File: src/rtl/demux_two.sv
// Receiving end of a two-channel bus: Y words steered by S, gated by active-low E,
// into per-channel circular buffers. Optional DROPS counter via DEMUX_TWO_DROP_CNT_EN.

module demux_two_chan #(
  parameter int W     = 4,
  parameter int DEPTH = 2
) (
  input  logic         clk,
  input  logic         rst,
  input  logic         push,
  input  logic [W-1:0] data,
  input  logic         rdy,
  output logic [W-1:0] head,
  output logic         valid,
  output logic         full
);

  localparam int unsigned AW = $clog2(DEPTH);
  localparam logic [AW:0] FULL_CNT = (AW+1)'(DEPTH);

  typedef enum logic [1:0] {
    ST_EMPTY = 2'd0,
    ST_PART  = 2'd1,
    ST_FULL  = 2'd2
  } chan_state_t;

  chan_state_t   state_r;
  logic [W-1:0]  mem_r [DEPTH];
  logic [AW-1:0] wr_ptr_r;
  logic [AW-1:0] rd_ptr_r;
  logic [AW:0]   count_r;
  logic [W-1:0]  head_r;

  logic          pop_s;
  logic [AW-1:0] wr_next_s;
  logic [AW-1:0] rd_next_s;
  logic [AW:0]   cnt_next_s;
  logic [W-1:0]  head_next_s;

  // Next pointers, count and head word; pop is only honoured when a word is held.
  always_comb begin
    pop_s       = 1'b0;
    wr_next_s   = wr_ptr_r;
    rd_next_s   = rd_ptr_r;
    cnt_next_s  = count_r;
    head_next_s = '0;
    if (state_r != ST_EMPTY) begin
      pop_s = rdy;
    end else begin
      pop_s = 1'b0;
    end
    if (push) begin
      wr_next_s = wr_ptr_r + 1'b1;
    end else begin
      wr_next_s = wr_ptr_r;
    end
    if (pop_s) begin
      rd_next_s = rd_ptr_r + 1'b1;
    end else begin
      rd_next_s = rd_ptr_r;
    end
    cnt_next_s = count_r + {{AW{1'b0}}, push} - {{AW{1'b0}}, pop_s};
    // A push landing on the new read slot becomes the head straight away.
    if (cnt_next_s == {(AW+1){1'b0}}) begin
      head_next_s = '0;
    end else if (push && (rd_next_s == wr_ptr_r)) begin
      head_next_s = data;
    end else begin
      head_next_s = mem_r[rd_next_s];
    end
  end

  // Channel state machine, storage and registered head/flag outputs.
  always_ff @(posedge clk) begin
    if (rst) begin
      state_r  <= ST_EMPTY;
      wr_ptr_r <= '0;
      rd_ptr_r <= '0;
      count_r  <= '0;
      head_r   <= '0;
      for (int i = 0; i < DEPTH; i++) begin
        mem_r[i] <= '0;
      end
    end else begin
      wr_ptr_r <= wr_next_s;
      rd_ptr_r <= rd_next_s;
      count_r  <= cnt_next_s;
      head_r   <= head_next_s;
      if (push) begin
        mem_r[wr_ptr_r] <= data;
      end
      case (state_r)
        ST_EMPTY, ST_PART, ST_FULL: begin
          if (cnt_next_s == {(AW+1){1'b0}}) begin
            state_r <= ST_EMPTY;
          end else if (cnt_next_s == FULL_CNT) begin
            state_r <= ST_FULL;
          end else begin
            state_r <= ST_PART;
          end
        end
        default: state_r <= ST_EMPTY;
      endcase
    end
  end

  assign head  = head_r;
  assign valid = (state_r != ST_EMPTY);
  assign full  = (state_r == ST_FULL);

endmodule

module demux_two #(
  parameter int W     = 4,
  parameter int DEPTH = 2
) (
  input  logic         CLK,
  input  logic         RST,
  input  logic [W-1:0] Y,
  input  logic         S,
  input  logic         E,
  output logic         ACC,
  output logic [W-1:0] A,
  output logic         A_V,
  input  logic         A_RDY,
  output logic [W-1:0] B,
  output logic         B_V,
  input  logic         B_RDY,
  output logic         FULL_A,
  output logic         FULL_B
`ifdef DEMUX_TWO_DROP_CNT_EN
  ,
  output logic [7:0]   DROPS
`endif
);

  logic full_a_s;
  logic full_b_s;
  logic full_sel_s;
  logic acc_s;
  logic push_a_s;
  logic push_b_s;

  // Acceptance uses the start-of-cycle full flag, so a same-cycle pop never rescues a push.
  always_comb begin
    full_sel_s = 1'b0;
    acc_s      = 1'b0;
    if (S) begin
      full_sel_s = full_b_s;
    end else begin
      full_sel_s = full_a_s;
    end
    if (RST) begin
      acc_s = 1'b0;
    end else begin
      acc_s = ~E & ~full_sel_s;
    end
  end

  assign push_a_s = acc_s & ~S;
  assign push_b_s = acc_s & S;
  assign ACC      = acc_s;
  assign FULL_A   = full_a_s;
  assign FULL_B   = full_b_s;

  demux_two_chan #(.W(W), .DEPTH(DEPTH)) u_chan_a (
    .clk   (CLK),
    .rst   (RST),
    .push  (push_a_s),
    .data  (Y),
    .rdy   (A_RDY),
    .head  (A),
    .valid (A_V),
    .full  (full_a_s)
  );

  demux_two_chan #(.W(W), .DEPTH(DEPTH)) u_chan_b (
    .clk   (CLK),
    .rst   (RST),
    .push  (push_b_s),
    .data  (Y),
    .rdy   (B_RDY),
    .head  (B),
    .valid (B_V),
    .full  (full_b_s)
  );

`ifdef DEMUX_TWO_DROP_CNT_EN
  logic [7:0] drops_r;

  // Saturating count of valid words refused because their channel was full.
  always_ff @(posedge CLK) begin
    if (RST) begin
      drops_r <= 8'd0;
    end else if (~E & full_sel_s & (drops_r != 8'hFF)) begin
      drops_r <= drops_r + 8'd1;
    end else begin
      drops_r <= drops_r;
    end
  end

  assign DROPS = drops_r;
`endif

endmodule

File: config.mk
export PLATFORM = sky130hd
export DESIGN_NAME = demux_two
export DESIGN_NICKNAME = d
export VERILOG_FILES = /design/src/rtl/demux_two.sv
export SDC_FILE = /design/constraint.sdc
export NUM_CORES = 1
export LEC_CHECK = 0
export ABC_AREA = 1
export CELL_PAD_IN_SITES_DETAIL_PLACEMENT = 1
export CELL_PAD_IN_SITES_GLOBAL_PLACEMENT = 1
export CORE_ASPECT_RATIO = 0.9
export CORE_MARGIN = 1
export CORE_UTILIZATION = 41
export DETAILED_ROUTE_END_ITERATION = 16
export PLACE_DENSITY_LB_ADDON = 0.1
export SYNTH_ARGS = -nofsm -noshare
export SYNTH_HDL_FRONTEND = slang
export SYNTH_SLANG_ARGS = --single-unit
File: constraint.sdc
create_clock -name CLK -period 2.4 [get_ports CLK]
set_input_delay 0.48 -clock CLK [delete_from_list [all_inputs] [get_ports CLK]]
set_output_delay 0.48 -clock CLK [all_outputs]
set_load 0.02 [all_outputs]
==> summary.md <==
| Metric | Value |
|---|---|
| 1st-iter DRT viols | `between 70 and 80` |
| Via/cell ratio | `about 4.5` |
| Max Freq | `between 400 and 500 MHz` |
| Syn nets | `239` |
| WL/cell | `between 10 and 15 µm` |
| Sequential share of the synthesized area | `about 47%` |
| Setup WS pre-CTS | `-0.0355 ns` |
| Post-synthesis mux area share | `0%` |
| First drt pass iteration count | `4` |
| Vias in the first global route | `roughly 1600` |
| Chip Height | `roughly 66 µm` |
| Total track usage | `20.4%` |
| Power Dens Cells | `~1000 nW/µm²` |
| Postcts setup bufs | `0` |
| Die Width | `roughly 73 µm` |
| Worst vdd ir | `between 0.5 and 0.6 mV` |
| Final Hold Viols | `0` |
| Crit path DAT | `~1.6 ns` |
| Layout cells sized above 1 | `between 20% and 30%` |
| Hold Crit Class | `flop to flop` |
| CTS Sinks | `36` |
| Cell breakdown of the critical path | `clkdlybuf4s50_1 > inv_6 > o211ai_1 > a21oi_1 > dlygate4sd2_1` |
| Clock root buffer | `clkbuf_8` |
| Number of hold buffers added after cts | `0` |
| Number of cells on the critical path | `5` |
| Crit path max-delay family | `buffers and inverters` |
| Input/output buffers | `22` |
| Synth Instances | `about 230` |
| Crit Path Class | `input port to output port` |
| Post-DP Area | `2250 µm²` |
| Post-DP HPWL | `roughly 3300 µm` |
| Total congestion overflow | `0` |
| Clock Pin Slew Worst Setup and Hold Paths | `roughly 0.070 ns` |
| FF+latch count, synth | `36` |
| Core ar. | `4210 µm²` |
| Yosys warns | `0` |
| Relative slew slack | `82.8%` |
| FILL cells | `529` |
| Most frequent cells in the layout | `49 x nand2_1, 41 x inv_1, 25 x nand3_1` |
| Status | `finished, final reports clean` |
| Slew @ Worst Pin | `~0.26 ns` |
| Clock Latency Late Sink | `around 0.28 ns` |
| Largest family of logic cells by synthesized area | `simple AND/OR/NAND/NOR gates` |
| Detailed Route WL | `about 4100 µm` |
| CP Launch Type | `input port` |
| Initial antenna violation count | `0` |
| Nets | `between 200 and 300` |
| IO Pins | `23` |
| Slew Viols, Final | `0` |
| Final Util | `between 50% and 60%` |
| Commonest non-fill, non-tap cell in the layout | `nand2_1` |
| Worst Setup End Kind | `output port` |
| Worst r2r path cells | `12` |
| Post-Synth Adder-Cell Area | `2.69%` |
| Synth Cell Area | `1860 µm²` |
| Minimum clock period | `2.12 ns` |
| Resized Gates After CTS | `1` |
| RePlAce Congestion | `0.763` |
| # DRC | `0` |
| Area leader, netlist | `edfxtp_1` |
| Floorplan row count | `22` |
| Clk_skew | `between 0.002 and 0.003 ns` |
| ANT cells | `0` |
| Longest Clk Path Bufs | `2` |
| Sequential cell area | `around 880 µm²` |
| # setup viols final | `0` |
| Total power | `about 0.0024 W` |
| Multi-input logic area | `between 700 and 800 µm²` |
| CTS tree | `done` |
| Compound-Gate Fraction of Synth Area | `roughly 2.2%` |
| Xor-xnor portion of the synthesized cell area | `1.88%` |
| Die area | `about 4800 µm²` |
| P&R area growth vs syn | `25.3%` |
| Required @ worst endpoint | `approximately 1.9 ns` |
| Clock buffer count from CTS | `5` |
| Worst Path Buf+Inv | `3` |
| First-pass GRT wire length | `around 7300 µm` |
| Max cap viols | `0` |
| Largest net degree at the start of global routing | `12` |
| PnR worst setup slack | `approximately 0.28 ns` |
| Worst path max stage delay | `0.48 ns` |
| Simple-gate area share of the yosys netlist | `about a third` |
| Syn Area/Cell | `about 8.3 µm²` |
| Total number of vias | `about 1500` |
| Initial core utilization | `44.2%` |
| Period utilization | `88.2%` |
| Cell variety after synth | `25` |
| Main area contributors after synthesis | `edfxtp_1 26%, dfxtp_1 22%, nand2_1 9.9%` |
| Static leakage | `1.12 nW` |
| Finished Cell Area | `2330 µm²` |
| RSZ-0062 raised after global routing | `no` |
| Final ANT Viol Nets | `0` |
| Critical Path Fanout Max | `5` |
| H-Tree Depth | `2` |
| Crit-path slowest cell | `clkdlybuf4s50_1` |
| Share of the synthesized area in the top cell type | `25.8%` |
| Hold Path Depth | `3` |
## cell usage after synthesis
cell,count
nand2_1,49
inv_1,41
nand3_1,25
nor2_1,22
dfxtp_1,20
edfxtp_1,16
nor2_2,7
nand2_2,5
nand2_4,5
ha_1,4
inv_2,4
nor3_1,4
a21oi_1,3
nand3_2,3
nand3_4,3
nand4_2,2
o21ai_0,2
xnor2_1,2
xor2_1,2
buf_6,1
clkinv_2,1
clkinv_4,1
inv_6,1
o211ai_1,1
o21ai_2,1
## worst paths after layout
kind,start,endpoint,slack (ns)
worst max-delay path,RST,ACC,0.28
worst min register to register,u_chan_a.state_r[0],u_chan_a.state_r[0],0.55
worst min-delay path,u_chan_a.state_r[0],u_chan_a.state_r[0],0.55
worst max register to register,u_chan_b.state_r[1],u_chan_b.head[0],0.49
## tightest hold or removal path, cell delays in order (launching register included)
cell,delay (ns)
dfxtp_1,0.34
nand2_1,0.06
inv_1,0.07
nor3_1,0.04
## final cells by class
class,count,share of cell area (%)
Timing Repair Buffer,36,13.9
Clock buffer,5,2.95
Sequential cell,36,37.8
Tap cell,60,3.22
Inverter,48,8.21
Multi-Input combinational cell,140,33.3
Clock inverter,3,0.590
## layer usage
metal | share of wire (%) | vias up | routed length (µm) | GRT usage, %
li1 | - | 787 | - | -
met1 | 50 | 674 | 2060 | 27.8
met2 | 46 | 24 | 1900 | 32.5
met3 | 2.7 | 5 | 109 | 4.12
met4 | 0.81 | 0 | 33 | 5.88
met5 | 0 | - | 0 | 0
## state kept, by name, indices dropped and copies added, names as in the netlist
signal / cells
u_chan_a.mem_r: 8
u_chan_b.mem_r: 8
u_chan_a.head: 4
u_chan_b.head: 4
u_chan_a.count_r: 2
u_chan_a.state_r: 2
u_chan_b.count_r: 2
u_chan_b.state_r: 2
u_chan_a.rd_ptr_r: 1
u_chan_a.wr_ptr_r: 1
u_chan_b.rd_ptr_r: 1
u_chan_b.wr_ptr_r: 1
## cells by family after synthesis
logic type,count (synthesis)
AO/OA/AOI/OAI,7
XOR/XNOR,4
adder cells (fa/ha/maj),4
buffers and inverters,49
flip-flops,36
AND/OR/NAND/NOR,125
## through the flow
stage               hold WS (ns)  TNS (ns)  instances
finish                     0.546         0        328
CTS                        0.552         0        328
detailed placement         0.539    -0.130        320
global route               0.584         0        328
global placement           0.537         0        320
floorplan                  0.512         0        225
## report_power, final
group	internal (W)	switching (W)
Clock	0.000197	0.000211
Sequential	0.000772	0.0000701
Combinational	0.000474	0.000698
Total	0.00144	0.000978
Note: power is estimated with default switching activity, not from simulation.
